### src/rtl/hazard_interlock_if.sv
// -----------------------------------------------------------------------------
// hazard_interlock_if
// Bundle between the decode stage (master) and the interlock controller
// (slave).
//
// Handshake: id_valid qualifies every id_* field. stall is the inverse of
// ready. An instruction issues from ID into EX on a rising edge where
// id_valid=1 and stall=0. While stall=1 the master must hold the id_* fields
// stable.
//
// Signals
//   master -> slave : id_valid, id_rs1, id_rs1_used, id_rs2, id_rs2_used,
//                     id_rd, id_regwrite, id_load, id_branch, id_mul
//   slave -> master : stall, bubble, ex_hold, fwd_a, fwd_b,
//                     dbg_mul_busy (multiply FSM state, 1 = MUL)
// -----------------------------------------------------------------------------
interface hazard_interlock_if #(
  parameter int REG_W = 6
);
  logic             id_valid;
  logic [REG_W-1:0] id_rs1;
  logic             id_rs1_used;
  logic [REG_W-1:0] id_rs2;
  logic             id_rs2_used;
  logic [REG_W-1:0] id_rd;
  logic             id_regwrite;
  logic             id_load;
  logic             id_branch;
  logic             id_mul;

  logic             stall;
  logic             bubble;
  logic             ex_hold;
  logic [1:0]       fwd_a;
  logic [1:0]       fwd_b;
  logic             dbg_mul_busy;

  modport master (
    output id_valid, id_rs1, id_rs1_used, id_rs2, id_rs2_used,
           id_rd, id_regwrite, id_load, id_branch, id_mul,
    input  stall, bubble, ex_hold, fwd_a, fwd_b, dbg_mul_busy
  );

  modport slave (
    input  id_valid, id_rs1, id_rs1_used, id_rs2, id_rs2_used,
           id_rd, id_regwrite, id_load, id_branch, id_mul,
    output stall, bubble, ex_hold, fwd_a, fwd_b, dbg_mul_busy
  );
endinterface

### src/rtl/hazard_interlock.sv
// -----------------------------------------------------------------------------
// hazard_interlock
// Decode-stage interlock controller. It tracks destination registers in flight
// in EX, MEM and WB and detects RAW hazards against the ID instruction. It
// stalls PC and IF/ID and bubbles ID/EX. It also sequences the multi-cycle
// multiply in EX.
//
// Optional macro HAZARD_FORWARD_EN:
//   defined   - only unavoidable hazards stall (load-use, branch operands).
//               Registered forwarding selects are produced for EX operands.
//   undefined - any in-flight producer stalls. fwd_a and fwd_b are tied to 00.
//
// Ports
//   clk   : pipeline clock, all state updates on posedge
//   reset : asynchronous, active-high, clears all state
//   bus   : hazard_interlock_if.slave (ID fields in, stall/bubble/ex_hold/
//           fwd_a/fwd_b/dbg_mul_busy out)
//
// fwd encoding: 00 regfile, 01 EX/MEM result, 10 WB value.
// -----------------------------------------------------------------------------
module hazard_interlock #(
  parameter int REG_W   = 6,
  parameter int MUL_LAT = 4     // 2..15
) (
  input logic               clk,
  input logic               reset,
  hazard_interlock_if.slave bus
);

  typedef enum logic {S_IDLE = 1'b0, S_MUL = 1'b1} mul_state_t;

  // Tracking slots {valid, rd, load}
  logic             r_ex_v,  r_mem_v,  r_wb_v;
  logic [REG_W-1:0] r_ex_rd, r_mem_rd, r_wb_rd;
  logic             r_ex_ld, r_mem_ld, r_wb_ld;

  mul_state_t r_state;
  logic [3:0] r_cnt;
  logic       r_ex_hold;

  logic w_hazard;
  logic w_stall;
  logic w_issue;

  // Integer register 0 never creates a dependency. FP register 0 (6'h20) does.
  function automatic logic slot_match(input logic v, input logic [REG_W-1:0] rd,
                                      input logic [REG_W-1:0] src, input logic used);
    return v && used && (rd == src) && (rd != '0);
  endfunction

  logic w_ex_m1, w_ex_m2, w_mem_m1, w_mem_m2;
  assign w_ex_m1  = slot_match(r_ex_v,  r_ex_rd,  bus.id_rs1, bus.id_rs1_used);
  assign w_ex_m2  = slot_match(r_ex_v,  r_ex_rd,  bus.id_rs2, bus.id_rs2_used);
  assign w_mem_m1 = slot_match(r_mem_v, r_mem_rd, bus.id_rs1, bus.id_rs1_used);
  assign w_mem_m2 = slot_match(r_mem_v, r_mem_rd, bus.id_rs2, bus.id_rs2_used);

`ifdef HAZARD_FORWARD_EN
  logic w_ex_any, w_mem_any;
  assign w_ex_any  = w_ex_m1 | w_ex_m2;
  assign w_mem_any = w_mem_m1 | w_mem_m2;

  // Load data is not ready for EX forwarding. The branch compare in ID sits
  // ahead of the EX/MEM forwarding paths and can only use MEM values that
  // are not pending loads.
  assign w_hazard = bus.id_valid &
                    ((w_ex_any & r_ex_ld) |
                     (bus.id_branch & w_ex_any) |
                     (bus.id_branch & w_mem_any & r_mem_ld));
`else
  logic w_wb_m1, w_wb_m2;
  assign w_wb_m1 = slot_match(r_wb_v, r_wb_rd, bus.id_rs1, bus.id_rs1_used);
  assign w_wb_m2 = slot_match(r_wb_v, r_wb_rd, bus.id_rs2, bus.id_rs2_used);

  assign w_hazard = bus.id_valid &
                    (w_ex_m1 | w_ex_m2 | w_mem_m1 | w_mem_m2 | w_wb_m1 | w_wb_m2);
`endif

  assign w_stall = r_ex_hold | w_hazard;
  assign w_issue = bus.id_valid & ~w_stall;

  assign bus.stall        = w_stall;
  // While a multiply holds EX, ID/EX is frozen rather than bubbled.
  assign bus.bubble       = w_stall & ~r_ex_hold;
  assign bus.ex_hold      = r_ex_hold;
  assign bus.dbg_mul_busy = (r_state == S_MUL);

  // Slot pipeline
  always_ff @(posedge clk or posedge reset) begin
    if (reset) begin
      r_ex_v   <= 1'b0;  r_ex_rd  <= '0;  r_ex_ld  <= 1'b0;
      r_mem_v  <= 1'b0;  r_mem_rd <= '0;  r_mem_ld <= 1'b0;
      r_wb_v   <= 1'b0;  r_wb_rd  <= '0;  r_wb_ld  <= 1'b0;
    end else begin
      r_wb_v  <= r_mem_v;
      r_wb_rd <= r_mem_rd;
      r_wb_ld <= r_mem_ld;
      if (r_ex_hold) begin
        // EX keeps the multiply, and EX/MEM takes a bubble.
        r_mem_v <= 1'b0;
      end else begin
        r_mem_v  <= r_ex_v;
        r_mem_rd <= r_ex_rd;
        r_mem_ld <= r_ex_ld;
        r_ex_v   <= w_issue & bus.id_regwrite;
        r_ex_rd  <= bus.id_rd;
        r_ex_ld  <= bus.id_load;
      end
    end
  end

  // Multiply FSM. The issue cycle plus MUL_LAT-1 held cycles give exactly
  // MUL_LAT cycles of EX occupancy.
  always_ff @(posedge clk or posedge reset) begin
    if (reset) begin
      r_state   <= S_IDLE;
      r_cnt     <= 4'd0;
      r_ex_hold <= 1'b0;
    end else begin
      case (r_state)
        S_IDLE: begin
          if (w_issue && bus.id_mul) begin
            r_state   <= S_MUL;
            r_cnt     <= 4'(MUL_LAT - 1);
            r_ex_hold <= 1'b1;
          end
        end
        S_MUL: begin
          r_cnt <= r_cnt - 4'd1;
          if (r_cnt == 4'd1) begin
            r_state   <= S_IDLE;
            r_ex_hold <= 1'b0;
          end
        end
        default: begin
          r_state   <= S_IDLE;
          r_cnt     <= 4'd0;
          r_ex_hold <= 1'b0;
        end
      endcase
    end
  end

`ifdef HAZARD_FORWARD_EN
  logic [1:0] r_fwd_a, r_fwd_b;

  // The youngest matching producer wins: EX before MEM.
  function automatic logic [1:0] fwd_sel(input logic m_ex, input logic m_mem);
    return m_ex ? 2'b01 : (m_mem ? 2'b10 : 2'b00);
  endfunction

  always_ff @(posedge clk or posedge reset) begin
    if (reset) begin
      r_fwd_a <= 2'b00;
      r_fwd_b <= 2'b00;
    end else if (!r_ex_hold) begin
      if (w_issue) begin
        r_fwd_a <= fwd_sel(w_ex_m1, w_mem_m1);
        r_fwd_b <= fwd_sel(w_ex_m2, w_mem_m2);
      end else begin
        r_fwd_a <= 2'b00;
        r_fwd_b <= 2'b00;
      end
    end
  end

  assign bus.fwd_a = r_fwd_a;
  assign bus.fwd_b = r_fwd_b;
`else
  assign bus.fwd_a = 2'b00;
  assign bus.fwd_b = 2'b00;
`endif

  // Slot fields that one of the build variants leaves unread.
  logic w_unused;
  assign w_unused = ^{bus.id_branch, r_ex_ld, r_mem_ld, r_wb_v, r_wb_rd, r_wb_ld};

endmodule
### src/flat_wrapper.sv
// flat-port wrapper written by rule: the top's interface ports become plain ports
module hazard_interlock_flat 
#(
  parameter int REG_W   = 6,
  parameter int MUL_LAT = 4             
)
  (clk, reset, bus_id_valid, bus_id_rs1, bus_id_rs1_used, bus_id_rs2, bus_id_rs2_used, bus_id_rd, bus_id_regwrite, bus_id_load, bus_id_branch, bus_id_mul, bus_stall, bus_bubble, bus_ex_hold, bus_fwd_a, bus_fwd_b, bus_dbg_mul_busy);
  hazard_interlock_if #(.REG_W(REG_W)) bus_i ();
  input logic clk;
  input logic reset;
  input wire logic [$bits(bus_i.id_valid)-1:0] bus_id_valid;
  input wire logic [$bits(bus_i.id_rs1)-1:0] bus_id_rs1;
  input wire logic [$bits(bus_i.id_rs1_used)-1:0] bus_id_rs1_used;
  input wire logic [$bits(bus_i.id_rs2)-1:0] bus_id_rs2;
  input wire logic [$bits(bus_i.id_rs2_used)-1:0] bus_id_rs2_used;
  input wire logic [$bits(bus_i.id_rd)-1:0] bus_id_rd;
  input wire logic [$bits(bus_i.id_regwrite)-1:0] bus_id_regwrite;
  input wire logic [$bits(bus_i.id_load)-1:0] bus_id_load;
  input wire logic [$bits(bus_i.id_branch)-1:0] bus_id_branch;
  input wire logic [$bits(bus_i.id_mul)-1:0] bus_id_mul;
  output wire logic [$bits(bus_i.stall)-1:0] bus_stall;
  output wire logic [$bits(bus_i.bubble)-1:0] bus_bubble;
  output wire logic [$bits(bus_i.ex_hold)-1:0] bus_ex_hold;
  output wire logic [$bits(bus_i.fwd_a)-1:0] bus_fwd_a;
  output wire logic [$bits(bus_i.fwd_b)-1:0] bus_fwd_b;
  output wire logic [$bits(bus_i.dbg_mul_busy)-1:0] bus_dbg_mul_busy;
  assign bus_i.id_valid = bus_id_valid;
  assign bus_i.id_rs1 = bus_id_rs1;
  assign bus_i.id_rs1_used = bus_id_rs1_used;
  assign bus_i.id_rs2 = bus_id_rs2;
  assign bus_i.id_rs2_used = bus_id_rs2_used;
  assign bus_i.id_rd = bus_id_rd;
  assign bus_i.id_regwrite = bus_id_regwrite;
  assign bus_i.id_load = bus_id_load;
  assign bus_i.id_branch = bus_id_branch;
  assign bus_i.id_mul = bus_id_mul;
  assign bus_stall = bus_i.stall;
  assign bus_bubble = bus_i.bubble;
  assign bus_ex_hold = bus_i.ex_hold;
  assign bus_fwd_a = bus_i.fwd_a;
  assign bus_fwd_b = bus_i.fwd_b;
  assign bus_dbg_mul_busy = bus_i.dbg_mul_busy;
  hazard_interlock #(.REG_W(REG_W), .MUL_LAT(MUL_LAT)) u_core (.clk(clk), .reset(reset), .bus(bus_i));
endmodule
### config.mk
export PLATFORM = sky130hd
export DESIGN_NAME = hazard_interlock_flat
export DESIGN_NICKNAME = d
export VERILOG_FILES = /design/src/rtl/hazard_interlock_if.sv /design/src/rtl/hazard_interlock.sv /design/src/flat_wrapper.sv
export SDC_FILE = /design/constraint.sdc
export NUM_CORES = 1
export LEC_CHECK = 0
export BUFFER_PORTS_ARGS = -buffer_cell sky130_fd_sc_hd__buf_2
export CORE_MARGIN = 5
export CORE_UTILIZATION = 45
export CTS_CLUSTER_SIZE = 28
export DETAILED_ROUTE_END_ITERATION = 10
export PLACE_DENSITY = 0.74
export SYNTH_ARGS = -nofsm -noshare
export SYNTH_HDL_FRONTEND = slang
export SYNTH_SLANG_ARGS = --single-unit
### constraint.sdc
create_clock -name clk -period 1.65 [get_ports clk]
set_input_delay 0.2475 -clock clk [delete_from_list [all_inputs] [get_ports clk]]
set_output_delay 0.2475 -clock clk [all_outputs]
set_load 0.02 [all_outputs]
# After elaboration in Yosys (flattened, before gate mapping)
# Index checks and enable logic that the tools add are counted.
[classes]
n_addsub = 1
n_eq_ne = 9
n_mux = 9
n_bitwise = 13
n_reduce_logical = 23
[op_table]
columns = ["operator", "n"]
rows = [
  ["== test 6 bit", 6],
  ["logical AND 1 bit", 19],
  ["nonzero test 6 bit", 3],
  ["one-hot mux 4 bit (2 select lines)", 1],
  ["OR 1 bit", 6],
  ["two-way mux 1 bit", 5],
  ["AND 1 bit", 4],
  ["== test 4 x 1 -> 1 bit, second input constant", 1],
  ["two-way mux 4 bit", 1],
  ["one-hot mux 1 bit (2 select lines)", 2],
  ["subtractor 4 x 1 -> 4 bit, second input constant", 1],
  ["NOT 1 bit", 3],
  ["inequality test 2 x 1 -> 1 bit, second input constant", 1],
  ["inequality test 2 bit, second input constant", 1],
  ["AND reduction 2 bit", 1],
]
[totals]
ff_bits = 27
output_inout_bits = 8
word_cells = 64

# Logic depth before layout (Yosys ltp)
# Gate-level depths: netlist of run 1.
[logic_depth]
ltp_word = 15
mapped_depth = 6

# Least setup slack after synthesis of run 1
# OpenSTA, ideal clock, no wires.
[synth_path]
path_kind = "reg2out"
startpoint = "reg u_core.r_wb_rd[0]"
endpoint = "out bus_stall"
t_arrival_ns = 1.591
required_time_ns = 1.402
setup_slack_ns = -0.188
path_stages_with_launch = 5
n_path_buf = 0
cell_sequence = "dfrtp_1 > or4_4 > o32ai_2 > nand2_1 > a21o_1"
[synth_via]
elab_chain_len = 7
elab_cells_between_ends = 11
classes_between = "eq/ne: 2; bitwise: 4; reduce/logical: 5"
[synth_lines]
columns = ["item", "line", "text"]
rows = [
  ["from (decl)", "hazard_interlock.sv:34", "logic [REG_W-1:0] r_ex_rd, r_mem_rd, r_wb_rd;"],
  ["from (signal assigned)", "hazard_interlock.sv:95", "r_wb_rd <= r_mem_rd;"],
  ["== test 6 bit", "hazard_interlock.sv:48", "return v && used && (rd == src) && (rd != '0);"],
  ["logical AND 1 bit (2 in series)", "hazard_interlock.sv:48", ""],
  ["OR 1 bit", "hazard_interlock.sv:75", "(w_ex_m1 | w_ex_m2 | w_mem_m1 | w_mem_m2 | w_wb_m1 | w_wb_m2);"],
  ["OR 1 bit *", "hazard_interlock.sv:75", ""],
  ["AND 1 bit *", "hazard_interlock.sv:74", "assign w_hazard = bus.id_valid &"],
  ["OR 1 bit *", "hazard_interlock.sv:78", "assign w_stall = r_ex_hold | w_hazard;"],
  ["to (decl)", "flat_wrapper.sv:21", "output wire logic [$bits(bus_i.stall)-1:0] bus_stall;"],
]
# Mark *: on every way between the ends. The rest lies on a longest branch, timed or not.

# Final worst setup path of run 1
[layout_path]
startpoint = "reg u_core.r_wb_rd[1]"
endpoint = "out bus_stall"
# Same word-level chain as after synthesis.

==> impl_results.md, run 1 <==
* Clock latency on the worst-skew pair at between 0.3 and 0.4 ns
* Maximum vdd ir drop at just under 0.6 mV
* Number of instances in the synthesized netlist at 142
* Post-synthesis to final-layout area growth at 33.7%
* Critical path endpoint category: primary output
* Setup Viol. Count Final at 9
* Vias in the first global route at 1289
* Number of buffer cells added on primary ports at 28
* Final-report max-slew violation count at 0
* Yosys warning total at 0
* Max-cap check violation count at 0
* Slew Limit Headroom at 0.617
* Initial antenna violation count at 0
* Final Hold Vio Count at 0
* Starting Density at 0.462
* Fraction of layout instances using a drive strength above 1 at 0.450
* Number of standard-cell rows in the floorplan at 21
* IO Pins at 35
* Critical path data required time at roughly 1.4 ns
* Outcome: finished, violations left
* Die outline width at 68.6 um
* Hold slack final at 0.122 ns
* Net total in the final layout at 230
* Post-DP HPWL at 2.94 mm
* Drt first-iter violations at 44
* Core Area at between 3000 and 4000 um^2
* Flops & latches, synth at 27
* Sort of element at the start of the critical path: register
* Transition time at the pin with the least slew margin at 0.566 ns
* Pin count of the biggest net entering global routing at 28
* Die Y-Extent at 68.6 um
* Data arrival time of the critical path at between 2 and 2.5 ns
* Number of sinks on the clock net at 27
* Number of distinct library cells after synthesis at 32
* Instance area at placement at 1930 um^2
* Global-route wire length before repair at 6.00 mm
* ANT cells at 0
* Final Wtd Congestion at 0.897
* Register area at 676 um^2
* Total iterations of the first detailed-routing run at 4
* Total via count in the routed design at between 1k and 1.5k
* Root Buffer: sky130_fd_sc_hd__clkbuf_4
* Vias/cell at 5.10
* Cell area after layout at 2060 um^2
* Wirelength, routed at ~3.7 mm
* Post-Syn Area at 1540 um^2
* Remaining antenna violation count at 0
* Overall power of the completed layout at 3.50 mW
* Floorplan die area at 4700 um^2
* Number of buffers between clock root and the deepest sink at 2
* Per-instance average area after synthesis at ~11 um^2
* Total clock buffers created by CTS at 3
* Total negative slack for setup checks at -2.60 ns
* Worst hold path type: input port to register
* Unrepaired setup endpoints after global routing: true
* Critical path fanouts, max at 3
* Power per unit of standard cell area at 1700 nW/um^2
* Detailed-route DRC error count at 0
* Clock skew at 0.0130 ns
* Final routed wire length divided by cell count at 15.2 um
* Classification of the worst setup path: register to primary output
* Clock-pin slew on the worst setup and hold paths at ~0.15 ns
* Sequential share of the synthesized area at 0.438
* Final clock period utilization by the worst path at 1.39
* Total track usage at 0.178
* Static leakage at approximately 0.94 nW
* Post-layout utilization of the core at 0.618
* CTS H-tree lvls at 1
* Fill cell total of the finished layout at 292
* Total congestion overflow at 0
* Violations in the final reports: negative setup slack
* Area taken by multi-input logic gates at 903 um^2
* Clock period minus final worst setup slack at 2.29 ns
* Max Clk Rate at roughly 440 MHz
* Post-layout worst setup margin at -0.643 ns
* Clock tree from TritonCTS: done
cell families after synthesis:
group                      synth area share
and+or+nand+nor                       0.143
xor gates and xnor gates              0.210
DFF                                   0.438
AOI/OAI and AO/OA                    0.0641
muxes                                0.0876
buffers and inverters                0.0389
adders and majority gates            0.0162
other                               0.00243
sequential cells by signal, indices dropped and copies added (netlist names):
signal	count
u_core.bus.dbg_mul_busy	1
u_core.bus.ex_hold	1
u_core.r_cnt	4
u_core.r_ex_rd	6
u_core.r_ex_v	1
u_core.r_mem_rd	6
u_core.r_mem_v	1
u_core.r_wb_rd	6
u_core.r_wb_v	1
Yosys cell counts:
master | instances | area (um^2)
sky130_fd_sc_hd__a21o_1 | 1 | 7.51
sky130_fd_sc_hd__a21oi_1 | 3 | 15.0
sky130_fd_sc_hd__a22oi_1 | 3 | 22.5
sky130_fd_sc_hd__a31o_1 | 1 | 8.76
sky130_fd_sc_hd__and2_1 | 1 | 6.26
sky130_fd_sc_hd__and2b_1 | 1 | 7.51
sky130_fd_sc_hd__and3_1 | 1 | 6.26
sky130_fd_sc_hd__buf_1 | 2 | 7.51
sky130_fd_sc_hd__buf_4 | 4 | 30.0
sky130_fd_sc_hd__clkbuf_1 | 1 | 3.75
sky130_fd_sc_hd__conb_1 | 1 | 3.75
sky130_fd_sc_hd__dfrtp_1 | 27 | 676
sky130_fd_sc_hd__ha_1 | 2 | 25.0
sky130_fd_sc_hd__inv_1 | 5 | 18.8
sky130_fd_sc_hd__mux2_2 | 12 | 135
sky130_fd_sc_hd__nand2_1 | 7 | 26.3
sky130_fd_sc_hd__nand3_1 | 4 | 20.0
sky130_fd_sc_hd__nand4_4 | 1 | 21.3
sky130_fd_sc_hd__nor2_1 | 5 | 18.8
sky130_fd_sc_hd__nor2b_1 | 1 | 6.26
sky130_fd_sc_hd__nor3_1 | 7 | 35.0
sky130_fd_sc_hd__nor4_1 | 6 | 37.5
sky130_fd_sc_hd__nor4b_1 | 1 | 8.76
sky130_fd_sc_hd__o21a_1 | 1 | 7.51
sky130_fd_sc_hd__o21ai_1 | 1 | 5.00
sky130_fd_sc_hd__o22a_2 | 1 | 10.0
sky130_fd_sc_hd__o22ai_1 | 1 | 6.26
sky130_fd_sc_hd__o32ai_2 | 1 | 16.3
sky130_fd_sc_hd__or4_1 | 2 | 15.0
sky130_fd_sc_hd__or4_4 | 1 | 11.3
sky130_fd_sc_hd__xnor2_1 | 9 | 78.8
sky130_fd_sc_hd__xor2_1 | 28 | 245
stage by stage:
stage                     std cells  setup WS (ns)
after floorplan                 145         -0.129
after global placement          238         -0.245
after detailed placement        238         -0.300
after CTS                       245         -0.625
after global routing            246         -0.713
final                           246         -0.643
metal layers:
| layer | up-vias | global-route usage | part of all wire |
|---|---|---|---|
| met1 | 612 | 0.220 | 0.43 |
| met5 | - | 0 | 0 |
| met4 | 0 | 0.0918 | 0.026 |
| li1 | 601 | - | - |
| met3 | 7 | 0.0130 | 0.047 |
| met2 | 35 | 0.308 | 0.50 |
report_power, final:
group          internal [mW]  leakage (nW)  switching [mW]
combinational           1.01         0.604           0.802
sequential             0.988         0.319           0.398
clock                 0.0914        0.0177           0.207
area by class of cell:
class | instances | share of cell area
multi-input cells | 106 | 0.438
flip-flops and latches | 27 | 0.327
repair buffers | 58 | 0.184
well taps | 46 | 0.0279
clock buffers | 3 | 0.0109
inverters | 5 | 0.00910
clock inverters | 1 | 0.00243
critical path: stages (launching register included):
cell and delay (ns):
sky130_fd_sc_hd__dfrtp_1 0.44, sky130_fd_sc_hd__or4_4 0.54, sky130_fd_sc_hd__o32ai_4 0.32, sky130_fd_sc_hd__nand2_2 0.11, sky130_fd_sc_hd__a21o_1 0.17, sky130_fd_sc_hd__buf_6 0.13
cell usage in the layout (no fill, tap or decap), types with 2 or more instances in the layout:
| cell type | n |
|---|---|
| sky130_fd_sc_hd__buf_4 | 29 |
| sky130_fd_sc_hd__a21oi_2 | 2 |
| sky130_fd_sc_hd__nor4_1 | 4 |
| sky130_fd_sc_hd__conb_1 | 4 |
| sky130_fd_sc_hd__inv_1 | 5 |
| sky130_fd_sc_hd__nor3_1 | 4 |
| sky130_fd_sc_hd__clkbuf_4 | 3 |
| sky130_fd_sc_hd__nand3_1 | 4 |
| sky130_fd_sc_hd__mux2_2 | 12 |
| sky130_fd_sc_hd__buf_2 | 26 |
| sky130_fd_sc_hd__dfrtp_1 | 27 |
| sky130_fd_sc_hd__ha_1 | 2 |
| sky130_fd_sc_hd__buf_6 | 2 |
| sky130_fd_sc_hd__nor2_1 | 5 |
| sky130_fd_sc_hd__or4_4 | 2 |
| sky130_fd_sc_hd__a22oi_1 | 2 |
| sky130_fd_sc_hd__nor3_2 | 2 |
| sky130_fd_sc_hd__xor2_1 | 28 |
| sky130_fd_sc_hd__xnor2_1 | 9 |
| sky130_fd_sc_hd__nand2_1 | 6 |
repair_timing:
item	CTS	global route
hold buffers	1	0
setup endpoints to repair	8	9
pin swaps	5	9
setup buffers	3	3
hold endpoints to repair	27	0
resized for setup	9	6
path summary, 6_finish.rpt:
check                      slack (ns)  cells after the start               from                 end
hold / removal                   0.12                      2       bus_id_rd[3]   u_core.r_ex_rd[3]
min in group asynchronous        0.48                      4              reset   u_core.r_ex_rd[3]
setup / recovery                -0.64                      5  u_core.r_wb_rd[1]           bus_stall
hold reg to reg                  0.45                      0     u_core.r_mem_v       u_core.r_wb_v
max in group asynchronous        0.91                      4              reset  u_core.r_mem_rd[0]
setup reg to reg                -0.28                      5  u_core.r_wb_rd[1]     u_core.r_cnt[2]
Note: power is estimated with default switching activity, not from simulation.
==> run 2: changes to the inputs <==
Settings changed: ABC_AREA set to 1, PLACE_DENSITY 0.74 to 0.73.
==> run 2 against run 1 <==
  * The flow still finishes with violations (negative setup slack)
  * Cell area is 3.4% higher
  * Sequential power hardly changed
  * Worst setup slack better by 0.40 ns
  * Routed wire length is 14% higher
  * Hold slack worse by 0.11 ns
  * Global-route usage is 2.2 points lower
  * Register-to-register slack better by 0.26 ns
  * Area after synthesis is 12% higher
  * Total power is 3.8% lower
==> impl_results.md, run 2 <==
* Fraction of layout instances using a drive strength above 1 at 0.296 (was 0.450)
* Final routed wire length divided by cell count at 12.1 um (was 15.2 um)
* Overall power of the completed layout at 3.37 mW (was 3.50 mW)
* Clock period minus final worst setup slack at 1.90 ns (was 2.29 ns)
* Critical path endpoint category: primary output (unchanged)
* Post-Syn Area at 1730 um^2 (was 1540 um^2)
* Core Area at 3690 um^2 (was 3340 um^2)
* Classification of the worst setup path: register to primary output (unchanged)
* Power per unit of standard cell area at 1580 nW/um^2 (was 1700 nW/um^2)
* Remaining antenna violation count at 0 (unchanged)
* Post-layout worst setup margin at -0.246 ns (was -0.643 ns)
* Violations in the final reports: negative setup slack (unchanged)
* Vias in the first global route at 1463 (was 1289)
* Number of standard cells in the final layout excluding fillers at 352 (was 246)
* Total track usage at 0.156 (was 0.178)
* Sequential share of the synthesized area at 0.391 (was 0.438)
* Unrepaired setup endpoints after global routing: true (unchanged)
* Net total in the final layout at 334 (was 230)
* Die outline width at 71.9 um (was 68.6 um)
* Initial antenna violation count at 0 (unchanged)
* Max Clk Rate at 527 MHz (was 436 MHz)
* Flops & latches, synth at 27 (unchanged)
* Wirelength, routed at 4.25 mm (was 3.74 mm)
* Share of synthesized registers carrying an async set or reset at 1.00 (unchanged)
* Total congestion overflow at 0 (unchanged)
* Pin count of the biggest net entering global routing at 28 (unchanged)
* Total iterations of the first detailed-routing run at 4 (unchanged)
* Transition time at the pin with the least slew margin at 0.498 ns (was 0.566 ns)
* Final Wtd Congestion at 0.915 (was 0.897)
* Slowest Stage Delay on Critical Path at 0.44 ns (was 0.54 ns)
* Final Hold Vio Count at 0 (unchanged)
* Commonest non-fill, non-tap cell in the layout: sky130_fd_sc_hd__nand2_1 (was sky130_fd_sc_hd__buf_4)
* Worst-path cell with the longest stage delay: sky130_fd_sc_hd__dfrtp_1 (was sky130_fd_sc_hd__or4_4)
* Worst hold path type: input port to async pin (was input port to register)
* Data arrival time of the critical path at 1.65 ns (was 2.05 ns)
* Number of buffers between clock root and the deepest sink at 2 (unchanged)
* Hold slack final at 0.00994 ns (was 0.122 ns)
* Sequence of cells on the critical path: buf_4 -> o21ai_1 -> nor2_1 -> nand3_1 -> nand2_1 -> nand2_2 -> nand3_2 -> nand2_2 -> nand2_1 -> buf_6 (was or4_4 -> o32ai_4 -> nand2_2 -> a21o_1 -> buf_6)
* Leading cell types by total area after synthesis: sky130_fd_sc_hd__dfrtp_1 39%, sky130_fd_sc_hd__nand2_1 22%, sky130_fd_sc_hd__inv_1 6.1% (was sky130_fd_sc_hd__dfrtp_1 44%, sky130_fd_sc_hd__xor2_1 16%, sky130_fd_sc_hd__mux2_2 8.8%)
* Setup Viol. Count Final at 4 (was 9)
* Number of standard-cell rows in the floorplan at 22 (was 21)
* Top flop regs: u_core.r_ex_rd x6, u_core.r_mem_rd x6, u_core.r_wb_rd x6 (unchanged)
* Post-layout utilization of the core at 0.578 (was 0.618)
* Detailed-route DRC error count at 0 (unchanged)
* Die Y-Extent at 71.9 um (was 68.6 um)
* Most frequent cells in the layout: 96 x sky130_fd_sc_hd__nand2_1, 26 x sky130_fd_sc_hd__buf_2, 22 x sky130_fd_sc_hd__inv_1, 22 x sky130_fd_sc_hd__dfrtp_1, 18 x sky130_fd_sc_hd__nor2_1 (was 29 x sky130_fd_sc_hd__buf_4, 28 x sky130_fd_sc_hd__xor2_1, 27 x sky130_fd_sc_hd__dfrtp_1)
* Global-route wire length before repair at 6.41 mm (was 6.00 mm)
* Number of sinks on the clock net at 27 (unchanged)
* Drt first-iter violations at 113 (was 44)
* Yosys warning total at 0 (unchanged)
* Root Buffer: sky130_fd_sc_hd__clkbuf_8 (was sky130_fd_sc_hd__clkbuf_4)
* Critical path fanouts, max at 4 (was 3)
* Number of instances in the synthesized netlist at 260 (was 142)
* Number of cells on the worst reg-to-reg path at 9 (was 5)
* Max-cap check violation count at 0 (unchanged)
* Slew Limit Headroom at 0.665 (was 0.617)
* Most used standard cells in the synthesized netlist: 100 x sky130_fd_sc_hd__nand2_1, 28 x sky130_fd_sc_hd__inv_1, 27 x sky130_fd_sc_hd__dfrtp_1, 20 x sky130_fd_sc_hd__nand3_1, 20 x sky130_fd_sc_hd__nor2_1 (was 28 x sky130_fd_sc_hd__xor2_1, 27 x sky130_fd_sc_hd__dfrtp_1, 12 x sky130_fd_sc_hd__mux2_2, 9 x sky130_fd_sc_hd__xnor2_1)
* ANT cells at 0 (unchanged)
* Post-DP HPWL at 3.20 mm (was 2.94 mm)
* CTS H-tree lvls at 1 (unchanged)
* Hold-fix buffers, CTS at 0 (was 1)
* Total clock buffers created by CTS at 3 (unchanged)
* Clock-pin slew on the worst setup and hold paths at 0.09 ns (was 0.15 ns)
* Total negative slack for setup checks at -0.502 ns (was -2.60 ns)
* Maximum vdd ir drop at 0.911 mV (was 0.589 mV)
* Critical path data required time at 1.40 ns (about the same)
* Static leakage at 1.14 nW (was 0.941 nW)
* Final clock period utilization by the worst path at 1.15 (was 1.39)
* Instance area at placement at 1920 um^2 (was 1930 um^2)
* Clock tree from TritonCTS: done (unchanged)
* Post-synthesis to final-layout area growth at 23.6% (was 33.7%)
* Leading cell type by number of instances after synthesis: sky130_fd_sc_hd__nand2_1 (was sky130_fd_sc_hd__xor2_1)
* Number of distinct library cells after synthesis at 25 (was 32)
* Top cell type's share of synthesized area at 0.391 (was 0.438)
* Sort of element at the start of the critical path: register (unchanged)
* IO Pins at 35 (unchanged)
* Total via count in the routed design at 1728 (was 1255)
* Placement Setup Slack at 0.0205 ns (was -0.300 ns)
* Cell area after layout at 2130 um^2 (was 2060 um^2)
* Number of placed instances with taps included at 336 (was 238)
* Clock skew at 0.00451 ns (was 0.0130 ns)
* Vias/cell at 4.91 (was 5.10)
* Clock latency on the worst-skew pair at 0.27 ns (was 0.34 ns)
* Number of enable flip-flop cells after synthesis at 0 (unchanged)
* Starting Density at 0.468 (was 0.462)
* Number of buffer cells added on primary ports at 28 (unchanged)
* Most used flip-flop cell after synthesis: sky130_fd_sc_hd__dfrtp_1 (unchanged)
* Largest area contributor in the netlist: sky130_fd_sc_hd__dfrtp_1 (unchanged)
* Final-report max-slew violation count at 0 (unchanged)
* Per-instance average area after synthesis at 6.64 um^2 (was 10.9 um^2)
* Outcome: finished, violations left (unchanged)
* Floorplan die area at 5180 um^2 (was 4700 um^2)
-- run 2: cell types whose count changed in the layout (fill, tap and decap cells not counted), sizes merged, moves of 5 or more --
cell | previous run | this run
nor3 | 7 | 2
nand3 | 4 | 20
buf | 57 | 43
o21ai | 1 | 23
inv | 5 | 38
nor2 | 5 | 21
mux2 | 12 | 0
nand2 | 7 | 104
xor2 | 28 | 3
xnor2 | 9 | 0
-- run 2: final timing paths --
| check | end | slack (ns) | from |
|---|---|---|---|
| min reg2reg | u_core.r_wb_v | 0.43 | u_core.r_mem_v |
| max reg2reg | u_core.r_cnt[2] | -0.02 | u_core.r_mem_rd[0] |
| max | bus_stall | -0.25 | u_core.r_ex_rd[5] |
| max in group asynchronous | u_core.r_mem_rd[2] | 1.36 | reset |
| min in group clk | u_core.r_ex_rd[4] | 0.18 | bus_id_rd[4] |
| min | u_core.r_cnt[2] | 0.01 | reset |
-- run 2: kinds of logic (layout without fill, tap and decap cells) --
logic type                 after synthesis  count (layout)  synth area share
other                                    1               4           0.00217
buffers and inverters                   44              85             0.104
xor gates and xnor gates                 3               3            0.0152
adders and majority gates                2               2            0.0145
AOI/OAI and AO/OA                       29              29            0.0899
DFF                                     27              27             0.391
and+or+nand+nor                        154             154             0.383
-- run 2: metal layers --
layer / vias up / track usage / routed length, um
li1: 896 / - / -
met1: 773 / 0.217 / 1940
met2: 51 / 0.250 / 1990
met3: 8 / 0.0180 / 253
met4: 0 / 0.0585 / 72
met5: - / 0 / 0
-- run 2: report_power, final --
group          switching (mW)  internal (mW)  leakage, nW
registers               0.408          0.989        0.326
logic                   0.910          0.685        0.789
clock network           0.206          0.169       0.0255
total                    1.52           1.84         1.14
-- run 2: critical path, delay by kind of cell, from the launching register on --
| kind | cells | cell delay [ns] |
|---|---|---|
| buf+inv | 2 | 0.30 |
| compound gates | 1 | 0.13 |
| simple gates | 7 | 0.50 |
| flops | 1 | 0.44 |
-- run 2: repair_timing --
action | in CTS | in global routing
setup buffers | 4 | 8
pin swaps | 1 | 11
setup endpoints to repair | 2 | 9
cloned | 0 | 0
gates resized for setup | 4 | 24
-- run 2: cell type report --
cell class | count | area (um^2)
fillers | 350 | 1560
multi-input cells | 192 | 941
flip-flops and latches | 27 | 682
repair buffers | 43 | 262
inverters | 38 | 143
well taps | 48 | 60.1
clock buffers | 3 | 41.3
clock inverters | 1 | 5.00
